## src/rtl/ppu_ri_pkg.sv

```systemverilog
// ppu_ri_pkg: shared definitions for the PPU CPU-side register interface.
//   - REG_* : register index within the $2000-$2007 window
//   - CTRL_*: bit positions inside PPUCTRL that this block acts on
//   - state_t: memory-port request FSM states
package ppu_ri_pkg;

    localparam logic [2:0] REG_CTRL    = 3'd0;
    localparam logic [2:0] REG_MASK    = 3'd1;
    localparam logic [2:0] REG_STATUS  = 3'd2;
    localparam logic [2:0] REG_OAMADDR = 3'd3;
    localparam logic [2:0] REG_OAMDATA = 3'd4;
    localparam logic [2:0] REG_SCROLL  = 3'd5;
    localparam logic [2:0] REG_ADDR    = 3'd6;
    localparam logic [2:0] REG_DATA    = 3'd7;

    localparam int CTRL_NMI_EN = 7;
    localparam int CTRL_INC32  = 2;

    typedef enum logic [1:0] {
        ST_IDLE = 2'd0,
        ST_RD   = 2'd1,
        ST_WR   = 2'd2
    } state_t;

endpackage

```

## src/rtl/ppu_ri_scroll.sv

```systemverilog
// ppu_ri_scroll: owns the loopy scroll/address state of the PPU.
//   clk, rst     : clock, synchronous active-high reset
//   wr_ctrl      : $2000 write (nametable select bits into t)
//   rd_status    : $2002 read (clears the write toggle)
//   wr_scroll    : $2005 write
//   wr_addr      : $2006 write
//   inc, inc32   : advance v after a $2007 access, by 32 when inc32 else by 1
//   d            : CPU write data
//   t, v, fine_x : temporary address, current address, fine X scroll
module ppu_ri_scroll (
    input  logic        clk,
    input  logic        rst,
    input  logic        wr_ctrl,
    input  logic        rd_status,
    input  logic        wr_scroll,
    input  logic        wr_addr,
    input  logic        inc,
    input  logic        inc32,
    input  logic [7:0]  d,
    output logic [14:0] t,
    output logic [14:0] v,
    output logic [2:0]  fine_x
);

    // Shared first/second write toggle for $2005 and $2006.
    logic w;

    // Only one decoded access can be active per cycle, so the branches
    // below never compete for the same bits.
    always_ff @(posedge clk) begin
        if (rst) begin
            t      <= '0;
            v      <= '0;
            fine_x <= '0;
            w      <= 1'b0;
        end else begin
            if (wr_ctrl) begin
                t[11:10] <= d[1:0];
            end
            if (rd_status) begin
                w <= 1'b0;
            end
            if (wr_scroll) begin
                if (!w) begin
                    t[4:0] <= d[7:3];
                    fine_x <= d[2:0];
                    w      <= 1'b1;
                end else begin
                    t[14:12] <= d[2:0];
                    t[9:5]   <= d[7:3];
                    w        <= 1'b0;
                end
            end
            if (wr_addr) begin
                if (!w) begin
                    t[13:8] <= d[5:0];
                    t[14]   <= 1'b0;
                    w       <= 1'b1;
                end else begin
                    t[7:0] <= d;
                    v      <= {t[14:8], d};
                    w      <= 1'b0;
                end
            end
            if (inc) begin
                v <= v + (inc32 ? 15'd32 : 15'd1);
            end
        end
    end

endmodule

```

## src/rtl/ppu_ri.sv

```systemverilog
// ppu_ri: CPU-side register interface of the PPU ($2000-$2007).
//   CPU bus   : ri_sel_in, ri_ncs_in, ri_r_nw_in, ri_d_in -> ri_d_out
//   Status    : vblank_set_in, vblank_clr_in, spr0_hit_in, spr_ovf_in
//   VRAM port : vram_addr_out, vram_d_out, vram_rd_req_out, vram_wr_req_out,
//               vram_d_in, vram_ack_in (one outstanding request at a time)
//   OAM port  : oam_addr_out, oam_d_out, oam_wr_out, oam_d_in
//   Exports   : ctrl_out, mask_out, t_out, v_out, fine_x_out, nmi_out
// Optional build macro PPU_RI_PALETTE_BYPASS_EN: $2007 reads from the
// palette range ($3Fxx) return the fetched byte directly at ack.
module ppu_ri
    import ppu_ri_pkg::*;
#(
    parameter int VRAM_AW = 14,
    parameter int OAM_AW  = 8
) (
    input  logic               clk,
    input  logic               rst,
    input  logic [2:0]         ri_sel_in,
    input  logic               ri_ncs_in,
    input  logic               ri_r_nw_in,
    input  logic [7:0]         ri_d_in,
    output logic [7:0]         ri_d_out,
    input  logic               vblank_set_in,
    input  logic               vblank_clr_in,
    input  logic               spr0_hit_in,
    input  logic               spr_ovf_in,
    input  logic [7:0]         vram_d_in,
    input  logic               vram_ack_in,
    output logic [VRAM_AW-1:0] vram_addr_out,
    output logic [7:0]         vram_d_out,
    output logic               vram_rd_req_out,
    output logic               vram_wr_req_out,
    output logic [OAM_AW-1:0]  oam_addr_out,
    output logic [7:0]         oam_d_out,
    output logic               oam_wr_out,
    input  logic [7:0]         oam_d_in,
    output logic [7:0]         ctrl_out,
    output logic [7:0]         mask_out,
    output logic [14:0]        t_out,
    output logic [14:0]        v_out,
    output logic [2:0]         fine_x_out,
    output logic               nmi_out
);

    logic              ncs_q;
    logic              access, rd_ev, wr_ev;
    logic              wr_ctrl, wr_mask, rd_status, wr_oamaddr, wr_oamdata;
    logic              wr_scroll, wr_addr;
    logic              data_go, rd_ack, pal_hit, pal_pend;
    logic [7:0]        latch, ctrl, mask, buffer, rd_data;
    logic [OAM_AW-1:0] oamaddr, oam_wr_addr;
    logic              vblank, vblank_nx;
    logic [14:0]       v;
    state_t            state, state_nx;

    // One access event per chip-select falling edge.
    assign access = ~ri_ncs_in & ncs_q;
    assign rd_ev  = access & ri_r_nw_in;
    assign wr_ev  = access & ~ri_r_nw_in;

    assign wr_ctrl    = wr_ev & (ri_sel_in == REG_CTRL);
    assign wr_mask    = wr_ev & (ri_sel_in == REG_MASK);
    assign rd_status  = rd_ev & (ri_sel_in == REG_STATUS);
    assign wr_oamaddr = wr_ev & (ri_sel_in == REG_OAMADDR);
    assign wr_oamdata = wr_ev & (ri_sel_in == REG_OAMDATA);
    assign wr_scroll  = wr_ev & (ri_sel_in == REG_SCROLL);
    assign wr_addr    = wr_ev & (ri_sel_in == REG_ADDR);

    // A $2007 access only counts when no request is in flight.
    assign data_go = access & (ri_sel_in == REG_DATA) & (state == ST_IDLE);
    assign rd_ack  = vram_ack_in & (state == ST_RD);

    assign ctrl_out = ctrl;
    assign mask_out = mask;
    assign v_out    = v;

    // During the write strobe the OAM sees the address that was written,
    // not the already-incremented OAMADDR.
    assign oam_addr_out = oam_wr_out ? oam_wr_addr : oamaddr;

    ppu_ri_scroll u_scroll (
        .clk       (clk),
        .rst       (rst),
        .wr_ctrl   (wr_ctrl),
        .rd_status (rd_status),
        .wr_scroll (wr_scroll),
        .wr_addr   (wr_addr),
        .inc       (data_go),
        .inc32     (ctrl[CTRL_INC32]),
        .d         (ri_d_in),
        .t         (t_out),
        .v         (v),
        .fine_x    (fine_x_out)
    );

    // Request FSM: requests are decoded straight from the state so they
    // drop on the ack edge and on reset without an extra cycle.
    always_ff @(posedge clk) begin
        if (rst) begin
            state <= ST_IDLE;
        end else begin
            state <= state_nx;
        end
    end

    always_comb begin
        state_nx        = state;
        vram_rd_req_out = 1'b0;
        vram_wr_req_out = 1'b0;
        case (state)
            ST_IDLE: begin
                if (data_go) begin
                    state_nx = ri_r_nw_in ? ST_RD : ST_WR;
                end
            end
            ST_RD: begin
                vram_rd_req_out = 1'b1;
                if (vram_ack_in) begin
                    state_nx = ST_IDLE;
                end
            end
            ST_WR: begin
                vram_wr_req_out = 1'b1;
                if (vram_ack_in) begin
                    state_nx = ST_IDLE;
                end
            end
            default: state_nx = ST_IDLE;
        endcase
    end

    // Clear beats set, and a $2002 read racing the set also wins, which
    // suppresses the NMI for that frame.
    always_comb begin
        vblank_nx = vblank;
        if (vblank_set_in) begin
            vblank_nx = 1'b1;
        end
        if (rd_status || vblank_clr_in) begin
            vblank_nx = 1'b0;
        end
    end

    // Read data as seen at the event; write-only registers echo the io latch.
    always_comb begin
        rd_data = latch;
        case (ri_sel_in)
            REG_STATUS:  rd_data = {vblank, spr0_hit_in, spr_ovf_in, latch[4:0]};
            REG_OAMDATA: rd_data = oam_d_in;
            REG_DATA:    rd_data = buffer;
            default:     rd_data = latch;
        endcase
    end

`ifdef PPU_RI_PALETTE_BYPASS_EN
    // Palette reads defer ri_d_out until the fetched byte arrives.
    assign pal_hit = data_go & ri_r_nw_in & (v[13:8] == 6'h3F);

    always_ff @(posedge clk) begin
        if (rst) begin
            pal_pend <= 1'b0;
        end else if (pal_hit) begin
            pal_pend <= 1'b1;
        end else if (rd_ack) begin
            pal_pend <= 1'b0;
        end
    end
`else
    assign pal_hit  = 1'b0;
    assign pal_pend = 1'b0;
`endif

    // CPU-visible registers, OAM port, request payload and NMI.
    // nmi_out tracks the next-state flag and enable so that it moves on the
    // same edge as the access that changes them.
    always_ff @(posedge clk) begin
        if (rst) begin
            ncs_q         <= 1'b1;
            latch         <= '0;
            ctrl          <= '0;
            mask          <= '0;
            oamaddr       <= '0;
            oam_wr_addr   <= '0;
            oam_d_out     <= '0;
            oam_wr_out    <= 1'b0;
            buffer        <= '0;
            ri_d_out      <= '0;
            vram_addr_out <= '0;
            vram_d_out    <= '0;
            vblank        <= 1'b0;
            nmi_out       <= 1'b0;
        end else begin
            ncs_q      <= ri_ncs_in;
            oam_wr_out <= 1'b0;
            vblank     <= vblank_nx;
            nmi_out    <= vblank_nx &
                          (wr_ctrl ? ri_d_in[CTRL_NMI_EN] : ctrl[CTRL_NMI_EN]);
            if (wr_ev) begin
                latch <= ri_d_in;
            end
            if (wr_ctrl) begin
                ctrl <= ri_d_in;
            end
            if (wr_mask) begin
                mask <= ri_d_in;
            end
            if (wr_oamaddr) begin
                oamaddr <= OAM_AW'(ri_d_in);
            end
            if (wr_oamdata) begin
                oam_d_out   <= ri_d_in;
                oam_wr_out  <= 1'b1;
                oam_wr_addr <= oamaddr;
                oamaddr     <= oamaddr + OAM_AW'(1);
            end
            if (data_go) begin
                vram_addr_out <= v[VRAM_AW-1:0];
                if (!ri_r_nw_in) begin
                    vram_d_out <= ri_d_in;
                end
            end
            if (rd_ack) begin
                buffer <= vram_d_in;
            end
            if (rd_ev && !pal_hit) begin
                ri_d_out <= rd_data;
            end else if (rd_ack && pal_pend) begin
                ri_d_out <= vram_d_in;
            end
        end
    end

endmodule
```

## config.mk

```make
export PLATFORM = sky130hd
export DESIGN_NAME = ppu_ri
export DESIGN_NICKNAME = d
export VERILOG_FILES = /design/src/rtl/ppu_ri_pkg.sv /design/src/rtl/ppu_ri_scroll.sv /design/src/rtl/ppu_ri.sv
export SDC_FILE = /design/constraint.sdc
export NUM_CORES = 1
export LEC_CHECK = 0
export CAP_MARGIN = 20
export CORE_ASPECT_RATIO = 1.25
export CORE_MARGIN = 4
export CORE_UTILIZATION = 57
export DETAILED_ROUTE_END_ITERATION = 10
export DONT_BUFFER_PORTS = 1
export MAX_ROUTING_LAYER = met4
export PLACE_DENSITY = 0.73
export SETUP_SLACK_MARGIN = 0.02
export SYNTH_ARGS = -nofsm -noshare
export SYNTH_HDL_FRONTEND = slang
export SYNTH_SLANG_ARGS = --single-unit
```

## constraint.sdc

```tcl
create_clock -name clk -period 2 [get_ports clk]
set_input_delay 0.3 -clock clk [delete_from_list [all_inputs] [get_ports clk]]
set_output_delay 0.3 -clock clk [all_outputs]
set_load 0.02 [all_outputs]
```

==> run_results.csv <==
group,metric,value,unit
synth,yosysMostFrequentCell,"dfxtp_1",
floorplan,io_pins,135,
grt,grt_start_max_net_pins,126,
detailed_routing,drt-total-wl,16030,um
synth,syn_area,5509,um2
sta,finalMaxSlewViolations,0,
sta,setup_ws,98.73,ps
placement,port_buffers,0,
synth,ys_top_cells_by_count,"dfxtp_1, nand2_1, a21oi_1, nor2_1, clkbuf_1",
placement,place_ws,157.4,ps
cts,root_buffer,"clkbuf_16",
grt,grt_use_met1,33.44,%
finish,final_cells,820,
detailed_routing,drt_pass1_iterations,5,
grt,grt-ovfl-total,0,
synth,syn_nets,706,
grt,grt_usage,28.76,%
worst_setup_path,crit_required,2360,ps
finish,syn2layout_area_growth,19.30,%
synth,synthSimpleGateAreaFrac,23.28,%
floorplan,rows,39,
pwr,p_per_area,881.8,nW/um2
placement,gp_congestion,0.8766,
floorplan,dieArea,11310,um2
status,status,"completed",
grt,antenna_found_initial,0,
synth,synthMuxAreaShare,5.973,%
synth,syn_inst,663,
synth,synth.distinct_cells,58,
synth,synth_compound_area_share,18.46,%
worst_setup_path,cp_max_fo,17,
sta,worst_pin_slew,573.1,ps
sta,fmax,526.0,MHz
synth,synth_edf_count,0,
synth,synth_top_area_share,45.79,%
synth,yosysSeqAreaShare,45.79,%
detailed_routing,wire_per_inst,19.55,um
pwr,switchingPower,1.266,mW
floorplan,dieWidth,95.93,um
min_path,hp-class,"input port to flop",
worst_setup_path,cp-start-kind,"flop",
synth,synth_seq_cells,126,
synth,yosysWarningCount,0,
cts,cts.htree.levels,4,
sta,whs,16.57,ps
detailed_routing,drc,0,
detailed_routing,antenna_left,0,
cts,cts_tree,"yes",
synth,synth.area.top_cells,"dfxtp_1, nand2_1, a21oi_1",
synth,synth-xor-area-share,0.4769,%
grt,gr-max-usage-layer,"met2",
pwr,pwr-share-seq,45.0,%
worst_setup_path,critPathArrivalTime,2260,ps
pwr,p_clk_share,50.6,%
run,cap_violations,0,
sta,finalCriticalPeriod,1901,ps
grt,gr-usage-met2,46.59,%
synth,syn_area_per_cell,8.309,um2
placement,dp_cells,761,
synth,synth_top_family_by_area,"simple AND/OR/NAND/NOR gates",
floorplan,core_area,9271,um2
sta,fin_setup_tns,0,ps
sta,setup_viol_count_final,0,
pwr,switching_share,21.84,%
grt,grt_use_met3,8.568,%
synth,synth_top_area_cell,"dfxtp_1",
sta,timing.final.crit_share,95.06,%
grt,grt_pass1_wl,24860,um
cts,clk_latency,420,ps
detailed_routing,vias,5027,
worst_setup_path,end_kind,"flop",
synth,synthAdderAreaFrac,1.590,%
pwr,internal_power,4.530,mW
cts,cts.sinks,126,
finish,nets,728,
sta,max-slew-margin-rel,61.74,%
cts,cts_buffers,17,
detailed_routing,viasPerCell,6.130,
pwr,pwr-share-comb,4.3,%
finish,nFillCells,734,
worst_setup_path,worstSetupPathType,"flop to flop",
floorplan,dieHeight,117.9,um
grt,first_global_vias,4913,
synth,synthArstFlopShare,0,%
sta,hold_viol_final,0,
placement,place_hpwl,10310,um
pwr,power_leakage,2.489,nW
cts,max-clock-path-buffers,2,
cts,clk_pin_slew,50,ps
sta,rsz0062_at_grt,"no",
pwr,ir_drop,616.9,uV
sta,finalClockSkew,4.167,ps
pwr,p_total,5.796,mW
finish,n_antenna_cell,0,
detailed_routing,drtIter0Drc,284,
cts,post-cts-setup-buffers,0,
finish,drive_above_1_share,12.48,%
floorplan,start_util,59.42,%
synth,ys.flop_type,"dfxtp_1",
-- per-stage QoR --
step | area, um2 | util, %
finish | 6573 | 70.89
global route | 6573 | 70.89
CTS | 6461 | 69.69
detailed placement | 5653 | 60.97
global placement | 5653 | 60.97
floorplan | 5509 | -
-- critical path: stages, from the launching register on --
cell	delay (ps)
dfxtp_1	320
buf_4	130
and2b_2	190
and3_4	210
buf_6	170
nand2_1	100
a21oi_1	140
dlygate4sd3_1	560
-- placed cells by master (no fill, tap or decap), types with 3 or more instances in the layout --
cell / n
dfxtp_1: 124
nand2_1: 120
a21oi_1: 88
nor2_1: 57
nand3_1: 28
mux2i_1: 25
dlygate4sd3_1: 25
buf_4: 25
a211oi_1: 18
clkbuf_16: 18
o21ai_0: 15
nor3_1: 13
a22oi_1: 13
a31oi_1: 10
mux2_2: 7
and3_1: 6
ha_1: 6
clkinv_2: 6
inv_1: 5
nor2b_1: 5
nand4_1: 5
a221o_1: 5
nor4_1: 4
clkbuf_1: 4
nand2_2: 3
a32oi_1: 3
and4_1: 3
nand2b_1: 3
or3_1: 3
-- registers in the layout, summed over array words and instances (netlist names) --
register,flops
u_scroll.v,15
u_scroll.t,15
oam_wr_out,1
buffer,8
oamaddr,8
mask_out,8
u_scroll.w,1
latch,8
oam_d_out,8
vram_d_out,8
ncs_q,1
u_scroll.fine_x,3
oam_wr_addr,8
vram_addr_out,14
ri_d_out,8
nmi_out,1
ctrl_out,8
vblank,1
state,2
-- area by class of cell --
type                    count  area, um2  share of cell area, %
flip-flops and latches    126       2525                  38.42
clock inverters             8      90.09                  1.371
multi-input cells         480       2775                  42.22
well taps                 123      153.9                  2.342
repair buffers             55      541.8                  8.243
inverters                   5      18.77                 0.2856
clock buffers              23      467.9                  7.120
-- repair_timing --
item | in CTS | in global routing
hold buffers | 25 | 2
setup endpoints to repair | 0 | 25
endpoints found under the hold margin | 124 | 58
gates resized for setup | 0 | 13
-- path summary, 6_finish.rpt --
path,start,endpoint,slack (ps),cells after the start
setup / recovery,ncs_q,vram_addr_out[13],100,7
hold / removal,ri_d_in[3],vram_d_out[3],20,2
setup reg to reg,ncs_q,vram_addr_out[13],100,7
hold reg to reg,oam_wr_addr[0],oam_wr_addr[0],450,2
-- power by group through the flow --
| stage | registers (mW) | logic [mW] | clock network (mW) |
|---|---|---|---|
| global placement | 2.66 | 0.180 | 0 |
| global route | 2.61 | 0.279 | 3.09 |
| detailed placement | 2.66 | 0.187 | 0 |
| finish | 2.61 | 0.252 | 2.94 |
| floorplan | 2.65 | 0.217 | 0 |
| CTS | 2.61 | 0.199 | 2.96 |
-- kinds of logic (layout without fill, tap and decap cells) --
| family | Yosys count | in the layout |
|---|---|---|
| adder cells (fa/ha/maj) | 7 | 7 |
| multiplexers | 32 | 32 |
| XOR/XNOR | 3 | 3 |
| buffers and inverters | 57 | 91 |
| flip-flops | 126 | 126 |
| AND/OR/NAND/NOR | 271 | 271 |
| AO/OA/AOI/OAI | 167 | 167 |
-- layer usage --
layer / vias up / wire, um
met5: - / 0
met4: 0 / 414
met3: 29 / 1266
met2: 216 / 8140
met1: 2399 / 6209
li1: 2383 / -
No activity file was read; power rests on OpenSTA's default activity.
